**src/rtl/text_scheduler_if.sv**
```systemverilog
// text_scheduler_if: game-event requests in, overlay message select/enable out
interface text_scheduler_if;
  logic       vsync_in;
  logic       req_level;
  logic [1:0] level_in;
  logic       req_pause;
  logic       req_gameover;
  logic       text_en;
  logic [2:0] msg_id;
  logic       busy;
  logic       done;
  modport master (
    output vsync_in, req_level, level_in, req_pause, req_gameover,
    input  text_en, msg_id, busy, done
  );
  modport slave (
    input  vsync_in, req_level, level_in, req_pause, req_gameover,
    output text_en, msg_id, busy, done
  );
endinterface

```
**src/rtl/text_scheduler.sv**
```systemverilog
// text_scheduler: prioritises level/pause/game-over events into overlay message index and enable.
// Define TEXT_SCHED_BLINK_EN to blink the PAUSED message every BLINK_FRAMES frames.
module text_scheduler #(
  parameter int SHOW_FRAMES  = 120,
  parameter int BLINK_FRAMES = 16
) (
  input logic pclk,
  input logic rst,
  text_scheduler_if.slave bus
);
  localparam logic [1:0] IDLE  = 2'd0;
  localparam logic [1:0] SHOW  = 2'd1;
  localparam logic [1:0] PAUSE = 2'd2;
  localparam logic [1:0] OVER  = 2'd3;
  logic [1:0]  state;
  logic [1:0]  lvl;
  logic [1:0]  pend_lvl;
  logic [11:0] frame_cnt;
  logic        pend_v;
  logic        susp;
  logic        vsync_q;
  logic        exp_q;
  logic        tick;
  logic        last;
  logic        pause_en;
  assign tick = bus.vsync_in & ~vsync_q;
  assign last = frame_cnt == 12'(SHOW_FRAMES - 1);
`ifdef TEXT_SCHED_BLINK_EN
  logic [7:0] blink_cnt;
  logic       blink_on;
  // held at its entry value outside PAUSE, so every PAUSE entry starts visible with a fresh count
  always_ff @(posedge pclk) begin
    if (rst || state != PAUSE) begin
      blink_cnt <= '0;
      blink_on  <= 1'b1;
    end else if (tick) begin
      blink_cnt <= blink_cnt == 8'(BLINK_FRAMES - 1) ? 8'd0 : blink_cnt + 8'd1;
      blink_on  <= blink_cnt == 8'(BLINK_FRAMES - 1) ? ~blink_on : blink_on;
    end
  end
  assign pause_en = blink_on;
`else
  assign pause_en = 1'b1;
`endif
  always_ff @(posedge pclk) begin
    if (rst) begin
      state       <= IDLE;
      lvl         <= '0;
      pend_lvl    <= '0;
      frame_cnt   <= '0;
      pend_v      <= 1'b0;
      susp        <= 1'b0;
      vsync_q     <= 1'b0;
      exp_q       <= 1'b0;
      bus.text_en <= 1'b0;
      bus.msg_id  <= '0;
      bus.busy    <= 1'b0;
      bus.done    <= 1'b0;
    end else begin
      vsync_q <= bus.vsync_in;
      exp_q   <= 1'b0;
      case (state)
        IDLE, SHOW: begin
          if (bus.req_gameover) state <= OVER;
          else if (bus.req_pause) begin
            state <= PAUSE;
            susp  <= state == SHOW;
          end else if (bus.req_level) begin
            state     <= SHOW;
            lvl       <= bus.level_in;
            frame_cnt <= '0;
          end else if (state == SHOW && tick) begin
            state     <= last ? IDLE : SHOW;
            exp_q     <= last;
            frame_cnt <= last ? frame_cnt : frame_cnt + 12'd1;
          end
        end
        PAUSE: begin
          if (bus.req_gameover) state <= OVER;
          else if (bus.req_pause) begin
            pend_v   <= pend_v | bus.req_level;
            pend_lvl <= bus.req_level ? bus.level_in : pend_lvl;
          end else if (bus.req_level || pend_v) begin
            state     <= SHOW;
            lvl       <= bus.req_level ? bus.level_in : pend_lvl;
            frame_cnt <= '0;
            pend_v    <= 1'b0;
            susp      <= 1'b0;
          end else begin
            state <= susp ? SHOW : IDLE;
            susp  <= 1'b0;
          end
        end
        default: state <= OVER;
      endcase
      bus.text_en <= state == SHOW || state == OVER || (state == PAUSE && pause_en);
      bus.msg_id  <= state == SHOW ? {1'b0, lvl} + 3'd1 :
                     state == PAUSE ? 3'd5 : state == OVER ? 3'd6 : 3'd0;
      bus.busy    <= state != IDLE;
      bus.done    <= exp_q;
    end
  end
endmodule

```
**src/flat_wrapper.sv**
```systemverilog
// flat-port wrapper written by rule: the top's interface ports become plain ports
module text_scheduler_flat 
#(
  parameter int SHOW_FRAMES  = 120,
  parameter int BLINK_FRAMES = 16
)
  (pclk, rst, bus_vsync_in, bus_req_level, bus_level_in, bus_req_pause, bus_req_gameover, bus_text_en, bus_msg_id, bus_busy, bus_done);
  text_scheduler_if bus_i ();
  input logic pclk;
  input logic rst;
  input wire logic [$bits(bus_i.vsync_in)-1:0] bus_vsync_in;
  input wire logic [$bits(bus_i.req_level)-1:0] bus_req_level;
  input wire logic [$bits(bus_i.level_in)-1:0] bus_level_in;
  input wire logic [$bits(bus_i.req_pause)-1:0] bus_req_pause;
  input wire logic [$bits(bus_i.req_gameover)-1:0] bus_req_gameover;
  output wire logic [$bits(bus_i.text_en)-1:0] bus_text_en;
  output wire logic [$bits(bus_i.msg_id)-1:0] bus_msg_id;
  output wire logic [$bits(bus_i.busy)-1:0] bus_busy;
  output wire logic [$bits(bus_i.done)-1:0] bus_done;
  assign bus_i.vsync_in = bus_vsync_in;
  assign bus_i.req_level = bus_req_level;
  assign bus_i.level_in = bus_level_in;
  assign bus_i.req_pause = bus_req_pause;
  assign bus_i.req_gameover = bus_req_gameover;
  assign bus_text_en = bus_i.text_en;
  assign bus_msg_id = bus_i.msg_id;
  assign bus_busy = bus_i.busy;
  assign bus_done = bus_i.done;
  text_scheduler #(.SHOW_FRAMES(SHOW_FRAMES), .BLINK_FRAMES(BLINK_FRAMES)) u_core (.pclk(pclk), .rst(rst), .bus(bus_i));
endmodule
```
**config.mk**
```make
export PLATFORM = sky130hd
export DESIGN_NAME = text_scheduler_flat
export DESIGN_NICKNAME = d
export VERILOG_FILES = /design/src/rtl/text_scheduler_if.sv /design/src/rtl/text_scheduler.sv /design/src/flat_wrapper.sv
export SDC_FILE = /design/constraint.sdc
export NUM_CORES = 1
export LEC_CHECK = 0
export CORE_MARGIN = 4
export CORE_UTILIZATION = 40
export DETAILED_ROUTE_END_ITERATION = 10
export PLACE_DENSITY = 0.56
export SLEW_MARGIN = 30
export SYNTH_ARGS = -nofsm -noshare
export SYNTH_HDL_FRONTEND = slang
export SYNTH_SLANG_ARGS = --single-unit
```
**constraint.sdc**
```tcl
create_clock -name pclk -period 2.39 [get_ports pclk]
set_input_delay 0.478 -clock pclk [delete_from_list [all_inputs] [get_ports pclk]]
set_output_delay 0.478 -clock pclk [all_outputs]
set_load 0.005 [all_outputs]
```
==> impl_metrics.tcl <==
set metrics [dict create \
    p_total_mw 0.807 \
    place_area_sq_um 1590 \
    syn-num-nets 175 \
    ys_warn_count 0 \
    cts_tree "yes" \
    ys.flop_type "dfxtp_1" \
    hpwl_um 2260 \
    p_leak_nw 0.594 \
    fin_cells 226 \
    drv_cap 0 \
    grt_overflow 0 \
    drc 0 \
    ys_seq_elements 28 \
    hold-path-endpoint "u_core.bus.done" \
    layout_commonest_cell "dfxtp_1" \
    end_kind "register" \
    ys_types 42 \
    timing.rr.start "u_core.frame_cnt[11]" \
    synth_top_area_share_pct 41.0 \
    fmax_mhz 437 \
    async_flop_share_pct 0 \
    area_growth_pct 17.9 \
    ctsHoldBuffers 0 \
    viasPerCell 5.48 \
    fin_crit_sh_pct 95.8 \
    io_pins 14 \
    syn_area_sq_um 1370 \
    hold_path.class "reg2reg" \
    antenna_found_initial 0 \
    finalSetupViolCount 0 \
    syn_inst 165 \
    critPathLaunchType "input pin" \
    synth.avg_cell_area_sq_um 8.29 \
    antenna_cells 0 \
    layout-drive-gt1-share_pct 14.3 \
    clockRootBuffer "clkbuf_4" \
    tightest_slew_ns 0.473 \
    skew_ns 0.00450 \
    reg2reg_depth 5 \
    rsz0062_at_grt "false" \
    grt_max_degree 17 \
    cts.path.max_buffers 2 \
    clk_pin_slew_ns 0.14 \
    hold_viol_final 0 \
    cts_sinks 28 \
    drt-total-wl_um 3070 \
    seq_area_frac_synth_pct 41.0 \
    yosysTopAreaCell "dfxtp_1" \
    final_cell_mix "dfxtp_1, nor2_1, nand2_1" \
    arrival_ns 2.50 \
    grt_pass1_vias 1179 \
    path_class "in2reg" \
    dp.cells 223 \
    vdd_drop_max_v 0.000308 \
    grt_pass1_wl_um 5270 \
    worst-path-max-fanout 10 \
    drt_first_pass_iters 5 \
    core_area_sq_um 3150 \
    gp_congestion 0.790 \
    worstPathRequired_ns 2.61 \
    maxSlewHeadroom_pct 68.4 \
    fin_area_sq_um 1610 \
    min_period_ns 2.29 \
    drv_slew 0 \
    status "finished, final reports clean" \
    drt_iter0_markers 72 \
    synth-edff-count 0 \
    die_w_um 66.5 \
    rows 20 \
    start_util_pct 43.4 \
    numCtsBuffers 3 \
    grt.total_usage_pct 15.3 \
    ys_top_cells_by_area "dfxtp_1, nor2_1, a21oi_1" \
    wire_per_inst_um 13.6 \
    hold_start "u_core.exp_q" \
    die_height_um 66.5 \
    r2r_setup_slack_ns 0.23 \
    die_area_sq_um 4420 \
    io_buffers 13 \
    r2r-end "u_core.frame_cnt[4]" \
    ant_nets 0 \
    min_path_cells 1 \
    num_vias 1238 \
    insertion_delay_ns 0.32 \
    final_nets 194 \
    cts_max_level 1 \
    p_per_area_nw_per_um2 500 \
]
==> registers in the layout, indices dropped and copies added (netlist names) <==
register / flops
u_core.lvl: 2
u_core.pend_lvl: 2
u_core.bus.done: 1
u_core.state: 2
u_core.vsync_q: 1
u_core.pend_v: 1
u_core.bus.busy: 1
u_core.frame_cnt: 12
u_core.bus.msg_id: 3
u_core.susp: 1
u_core.bus.text_en: 1
u_core.exp_q: 1
==> worst max-delay path by stage <==
stage | cells after the start | to | start
floorplan | 7 | u_core.frame_cnt[4] | u_core.frame_cnt[7]
global placement | 6 | u_core.frame_cnt[4] | bus_req_level
detailed placement | 6 | u_core.frame_cnt[4] | bus_req_level
CTS | 6 | u_core.frame_cnt[4] | bus_req_level
global route | 6 | u_core.frame_cnt[5] | bus_req_level
finish | 6 | u_core.frame_cnt[4] | bus_req_level
==> power by group <==
part	leakage (nW)	total (mW)	internal [mW]	switching (mW)
clock network	0.0138	0.193	0.0592	0.134
registers	0.228	0.491	0.481	0.0103
logic	0.352	0.123	0.0618	0.0614
==> what timing repair did <==
item                                    in CTS  in global routing
endpoints found under the setup margin       0                  1
gates resized for setup                      0                  1
buffers inserted                             0                  0
==> per-stage QoR <==
stage / worst slack [ns] / hold WS, ns / setup TNS (ns) / util (%)
final: 0.100 / 0.458 / 0 / 51.2
after global routing: 0.0400 / 0.480 / 0 / 51.2
after CTS: 0.0717 / 0.464 / 0 / 51.1
after detailed placement: -0.295 / 0.436 / -2.53 / 50.4
after global placement: -0.246 / 0.418 / -2.11 / 50.4
after floorplan: 0.251 / 0.414 / 0 / -
==> worst max-delay path, cell delays in order <==
cell,delay [ns]
clkdlybuf4s50_1,0.43
or4_1,0.40
or4_4,0.56
and3_2,0.32
a41oi_1,0.24
a311oi_1,0.07
==> layer usage <==
metal / GRT usage [%] / vias up / part of all wire [%]
met4: 2.28 / 0 / 0.46
li1: - / 632 / -
met5: 0 / - / 0
met1: 19.2 / 577 / 48
met2: 26.1 / 27 / 47
met3: 4.38 / 2 / 4.8
==> area by class of cell <==
| cell class | instances | area [sq um] |
|---|---|---|
| Timing Repair Buffer | 26 | 228 |
| Inverter | 1 | 3.75 |
| Sequential cell | 28 | 561 |
| Multi-Input combinational cell | 124 | 743 |
| Fill cell | 322 | 1540 |
| Tap cell | 44 | 55.1 |
| Clock buffer | 3 | 22.5 |
==> synth_stat cells (2+ instances only) <==
cell,number
a41oi_1,2
nor3b_1,2
o21ai_0,4
nor3_1,4
nand2_1,17
and3_1,2
or4_1,2
dfxtp_1,28
a31oi_1,2
mux2_2,2
a311oi_1,5
or3_1,2
nor2_1,22
nor2b_1,3
nand3_1,7
nand2b_1,5
a21oi_1,14
nand3b_1,2
buf_6,2
nand4_1,3
o211ai_1,3
clkbuf_1,8
mux2i_1,4
ha_1,2
==> kinds of logic (layout without fill, tap and decap cells) <==
logic type	count (synthesis)	after routing	synth area share (%)
multiplexers	6	6	4.57
flip-flops	28	28	41.0
adder cells (fa/ha/maj)	2	2	1.83
AND/OR/NAND/NOR	77	77	28.9
AO/OA/AOI/OAI	39	39	18.9
buffers and inverters	13	30	4.76
Power figures use the tool's default switching activity.
